$ cat config.mk
export PLATFORM = sky130hd
export DESIGN_NAME = fsm_seq_decoder_flat
export DESIGN_NICKNAME = d
export VERILOG_FILES = /design/src/rtl/fsm_seq_decoder_if.sv /design/src/rtl/fsm_seq_decoder.sv /design/src/flat_wrapper.sv
export SDC_FILE = /design/constraint.sdc
export NUM_CORES = 1
export LEC_CHECK = 0
export ABC_AREA = 1
export ABC_CLOCK_PERIOD_IN_PS = 1700
export CORE_MARGIN = 2
export CORE_UTILIZATION = 48
export DETAILED_ROUTE_END_ITERATION = 7
export GPL_TIMING_DRIVEN = 0
export PLACE_DENSITY = 0.84
export SYNTH_ARGS = -nofsm -noshare
export SYNTH_HDL_FRONTEND = slang
export SYNTH_SLANG_ARGS = --single-unit
$ cat constraint.sdc
create_clock -name clk -period 1.7 [get_ports clk]
set_clock_uncertainty 0.1 [all_clocks]
set_input_delay 0.34 -clock clk [delete_from_list [all_inputs] [get_ports clk]]
set_output_delay 0.34 -clock clk [all_outputs]
set_load 0.005 [all_outputs]
$ cat src/rtl/fsm_seq_decoder_if.sv
// Sample/status bundle between the decoder and whatever drives it.
//   en        : sample strobe (driver -> decoder)
//   y[1:0]    : generator FSM state code (driver -> decoder)
//   clear     : clears err_flag and burst_cnt (driver -> decoder)
//   locked    : decoder is tracking a legal sequence (decoder -> driver)
//   w_rec     : recovered w bit (decoder -> driver)
//   w_valid   : one-cycle pulse, a w decision was decoded
//   err       : one-cycle pulse, illegal transition seen
//   err_flag  : sticky error
//   burst_cnt : completed 10->11->01 bursts, wraps modulo 2^CNT_W
interface fsm_seq_decoder_if #(
  parameter int CNT_W = 8
);
  logic             en;
  logic [1:0]       y;
  logic             clear;
  logic             locked;
  logic             w_rec;
  logic             w_valid;
  logic             err;
  logic             err_flag;
  logic [CNT_W-1:0] burst_cnt;

  modport master (
    output en, y, clear,
    input  locked, w_rec, w_valid, err, err_flag, burst_cnt
  );

  modport slave (
    input  en, y, clear,
    output locked, w_rec, w_valid, err, err_flag, burst_cnt
  );
endinterface

$ cat src/rtl/fsm_seq_decoder.sv
// Receive-side tracker for the 2-bit JK sequence generator. It follows the
// generator's y stream in lockstep, recovers the w bit behind each decision,
// counts completed 10->11->01 bursts and flags illegal transitions.
// Ports:
//   clk : clock, all logic on posedge
//   rst : synchronous active-high reset, priority over everything
//   bus : fsm_seq_decoder_if.slave (en, y, clear in; status out)
// All outputs are registered; a sample taken at edge N shows after edge N.
module fsm_seq_decoder #(
  parameter int CNT_W = 8
) (
  input  logic                 clk,
  input  logic                 rst,
  fsm_seq_decoder_if.slave     bus
);

  typedef enum logic [2:0] {
    UNSYNC = 3'd0,
    S00    = 3'd1,
    S10    = 3'd2,
    S11    = 3'd3,
    S01    = 3'd4
  } state_t;

  state_t           state_q,    state_d;
  logic             locked_q,   locked_d;
  logic             w_rec_q,    w_rec_d;
  logic             w_valid_q,  w_valid_d;
  logic             err_q,      err_d;
  logic             err_flag_q, err_flag_d;
  logic [CNT_W-1:0] cnt_q,      cnt_d;

  always_comb begin
    state_d    = state_q;
    w_rec_d    = w_rec_q;
    w_valid_d  = 1'b0;
    err_d      = 1'b0;
    err_flag_d = err_flag_q;
    cnt_d      = cnt_q;

    if (bus.en) begin
      unique case (state_q)
        UNSYNC: begin
          // Only a 00 sample gives a known phase; anything else is ignored.
          if (bus.y == 2'b00) state_d = S00;
        end
        S00, S01: begin
          // Decision points: the next code reveals the w bit that was applied.
          if (bus.y == 2'b00) begin
            state_d   = S00;
            w_rec_d   = 1'b0;
            w_valid_d = 1'b1;
          end else if (bus.y == 2'b10) begin
            state_d   = S10;
            w_rec_d   = 1'b1;
            w_valid_d = 1'b1;
          end else begin
            err_d = 1'b1;
          end
        end
        S10: begin
          if (bus.y == 2'b11) state_d = S11;
          else                err_d   = 1'b1;
        end
        S11: begin
          if (bus.y == 2'b01) begin
            state_d = S01;
            cnt_d   = cnt_q + CNT_W'(1);
          end else begin
            err_d = 1'b1;
          end
        end
        default: state_d = UNSYNC;
      endcase

      // The offending sample is dropped; relock waits for a later 00.
      if (err_d) begin
        state_d    = UNSYNC;
        err_flag_d = 1'b1;
      end
    end

    // clear beats a same-cycle increment but loses to a same-cycle error.
    if (bus.clear) begin
      cnt_d      = '0;
      err_flag_d = err_d;
    end

    locked_d = (state_d != UNSYNC);
  end

  always_ff @(posedge clk) begin
    if (rst) begin
      state_q    <= UNSYNC;
      locked_q   <= 1'b0;
      w_rec_q    <= 1'b0;
      w_valid_q  <= 1'b0;
      err_q      <= 1'b0;
      err_flag_q <= 1'b0;
      cnt_q      <= '0;
    end else begin
      state_q    <= state_d;
      locked_q   <= locked_d;
      w_rec_q    <= w_rec_d;
      w_valid_q  <= w_valid_d;
      err_q      <= err_d;
      err_flag_q <= err_flag_d;
      cnt_q      <= cnt_d;
    end
  end

  assign bus.locked    = locked_q;
  assign bus.w_rec     = w_rec_q;
  assign bus.w_valid   = w_valid_q;
  assign bus.err       = err_q;
  assign bus.err_flag  = err_flag_q;
  assign bus.burst_cnt = cnt_q;

endmodule

$ cat src/flat_wrapper.sv
// flat-port wrapper written by rule: the top's interface ports become plain ports
module fsm_seq_decoder_flat 
#(
  parameter int CNT_W = 8
)
  (clk, rst, bus_en, bus_y, bus_clear, bus_locked, bus_w_rec, bus_w_valid, bus_err, bus_err_flag, bus_burst_cnt);
  fsm_seq_decoder_if #(.CNT_W(CNT_W)) bus_i ();
  input  logic clk;
  input  logic rst;
  input wire logic [$bits(bus_i.en)-1:0] bus_en;
  input wire logic [$bits(bus_i.y)-1:0] bus_y;
  input wire logic [$bits(bus_i.clear)-1:0] bus_clear;
  output wire logic [$bits(bus_i.locked)-1:0] bus_locked;
  output wire logic [$bits(bus_i.w_rec)-1:0] bus_w_rec;
  output wire logic [$bits(bus_i.w_valid)-1:0] bus_w_valid;
  output wire logic [$bits(bus_i.err)-1:0] bus_err;
  output wire logic [$bits(bus_i.err_flag)-1:0] bus_err_flag;
  output wire logic [$bits(bus_i.burst_cnt)-1:0] bus_burst_cnt;
  assign bus_i.en = bus_en;
  assign bus_i.y = bus_y;
  assign bus_i.clear = bus_clear;
  assign bus_locked = bus_i.locked;
  assign bus_w_rec = bus_i.w_rec;
  assign bus_w_valid = bus_i.w_valid;
  assign bus_err = bus_i.err;
  assign bus_err_flag = bus_i.err_flag;
  assign bus_burst_cnt = bus_i.burst_cnt;
  fsm_seq_decoder #(.CNT_W(CNT_W)) u_core (.clk(clk), .rst(rst), .bus(bus_i));
endmodule
==> metrics.txt <==
sequential-to-total area share from yosys stat 37.43%; post-route setup TNS 0 ns; syn_nets 135; Post-Syn Instances 128; cell with the most instances after synthesis nand2_1; CP bufs+invs 1; Crit. Startpoint u_core.bus.burst_cnt[0]$_SDFFE_PP0P_; gp weighted congestion 0.8566; RSZ-0062 raised after global routing no; ratio of cells with drive above 1 in the final layout 12.00%; final hold violation count 0; final antenna-violating net count 0; area grow syn2layout 30.12%; crit path capture type primary output; WS Path Type reg2out; CP Launch Type flip-flop; FF-to-FF setup slack 0.27 ns; top cells by area, synth dfxtp_1, nand2_1, nor2_1; cell row count 15; outcome completed; register area 322.8 um^2; Leak 0.4683 nW; WHS 0.3265 ns; IO Pins 19; initial core utilization 50.11%; Finished Core Util 65.20%; global-route wire length before repair 2.980 mm; cell family with the largest share of critical-path delay buffers and inverters; layout net count 158; Worst-Skew Late Latency 0.29 ns; hold_buf cts 0; Port Buf Inserts 18; synthesized area 855.8 um^2; MaxCap Viol Count 0; top post-synthesis cells by count nand2_1, nor2_1, dfxtp_1; Synth top area share 37.43%; peak supply drop 477.4 uV; root buf cell clkbuf_4; GRT Total Usage 19.42%; worst hold path class in2reg; starting DRC count in detailed routing 28; CTS H-tree depth 1; Critical Path Slowest Stage Cell clkdlybuf4s50_1; die area 2137 um^2; final wirelength 1.852 mm; Crit path arrival time 1.21 ns; Mean Syn Cell Area 6.686 um^2; hold wc startpoint bus_y[1]; cell taking the most area after synthesis dfxtp_1; Worst Path Required 1.26 ns; die width 46.23 um; Async SR Flop Fraction 0%; cells along the critical path clkdlybuf4s50_1; multi-input combinational cell area 469.2 um^2; core area 1708 um^2; total CTS buffers 3; Min Clock Period, post-route 1.652 ns; dpl cells 171; largest net degree at the start of global routing 10; Worst Max-Slew Pin Slew 0.3558 ns; Max-slew headroom 76.25%; reg2reg start u_core.state_q[0]$_SDFF_PP0_; Synth Register Bits 16; max-slew violation count 0; Final Cycle Share 97.17%; ANT cells 0; Clock Path Buffers 2; Pre-antenna DRT Iters 4; Cell Pwr Density 638.6 nW/um^2; routed vias/inst 5.080; total grt overflow 0; fillers 148; slowest stage delay, CP 0.52 ns; DR DRC count 0; via count 889; TritonCTS clock tree done; number of synthesized flops with an enable pin 0; Routed WL per cell 10.58 um; hpwl dp 1.393 mm; ys flop type dfxtp_1; Max Fanout on Critical Path 4; Peak Freq 0.6054 GHz; Reg clk slew, reported paths 0.10 ns; CTS sink count 16; YS warnings 0; Setup Buffers After CTS 0; Post-Layout Cell Count 175; Die Y 46.23 um; initial antenna violation count 0; final setup violation count 0; synth unique cells 20; vias in the first global route 721
## layout by cell type (no fill, tap or decap)
master           instances
clkinv_2                 1
a21oi_1                  7
nor2_4                   3
nor2_2                   1
o21ai_1                  2
nand3_1                 10
a21boi_1                 1
dfxtp_1                 14
buf_4                    1
xnor2_1                  1
nand4_4                  1
ha_1                     1
nand2_1                 36
dfxtp_2                  2
o21ai_0                  4
clkdlybuf4s50_1         16
nand3_2                  1
nor3_2                   1
clkbuf_8                 1
nor2_1                  22
clkbuf_4                 3
o211ai_1                 1
inv_2                    3
dlymetal6s2s_1           2
inv_1                   12
nand4_1                  3
## worst min-delay path: stages
cell and delay, ns:
dlymetal6s2s_1 0.20, nand2_1 0.10, nand2_1 0.04
## per-stage QoR
| step | cell area [um^2] | power [mW] | setup slack (ns) |
|---|---|---|---|
| 6_report | 1114 | 0.7111 | 0.04809 |
| 5_1_grt | 1114 | 0.7337 | 0.01183 |
| 4_1_cts | 1104 | 0.7126 | 0.02247 |
| 3_5_place_dp | 1067 | 0.4630 | -0.2144 |
| 3_3_place_gp | 1067 | 0.4605 | -0.2395 |
| 2_1_floorplan | 855.8 | 0.4299 | 0.4280 |
## flip-flops by register name, indices dropped and copies added (netlist names)
name	cells
u_core.state_q	3
u_core.bus.burst_cnt	8
u_core.bus.err_flag	1
u_core.bus.err	1
u_core.bus.locked	1
u_core.bus.w_valid	1
u_core.bus.w_rec	1
## final timing paths
check | end | cells after the start
setup / recovery | bus_burst_cnt[0] | 1
setup reg to reg | u_core.bus.burst_cnt[4]$_SDFFE_PP0P_ | 7
hold / removal | u_core.bus.w_rec$_SDFFE_PP0P_ | 3
hold reg to reg | u_core.bus.err_flag$_SDFFE_PP0P_ | 2
## cell type report
class	instances	area share, %
multi-input cells	95	42.13
flip-flops and latches	16	28.99
repair buffers	18	16.63
inverters	16	5.506
clock buffers	4	3.258
well taps	25	2.809
plain buffers	1	0.6742
## power by group
part           switching [mW]  internal (mW)  total, mW  leakage, nW
sequential            0.00279          0.379      0.382        0.130
clock                   0.125          0.131      0.256       0.0210
combinational          0.0431         0.0303     0.0734        0.317
total                   0.171          0.540      0.711        0.468
## kinds of logic (layout without fill, tap and decap cells)
logic type | after synthesis | in the layout | synth area share [%]
xor gates and xnor gates | 1 | 1 | 1.024
DFF | 16 | 16 | 37.43
buffers and inverters | 17 | 39 | 8.040
and+or+nand+nor | 78 | 78 | 42.69
adders and majority gates | 1 | 1 | 1.462
AOI/OAI and AO/OA | 15 | 15 | 9.357
## timing repair
action                                  4_1_cts  5_1_grt
endpoints found under the setup margin        0        6
hold endpoints to repair                      0        0
gates resized for setup                       0        5
## metal layers
metal	vias to the layer above	share of wire, %	global-route usage, %	wire (um)
li1	454	-	-	-
met1	391	46	26.60	853
met2	39	44	28.06	824
met3	5	6.9	3.529	127
met4	0	2.5	11.43	46
met5	-	0	0	0
(Power assumes the default switching activity.)
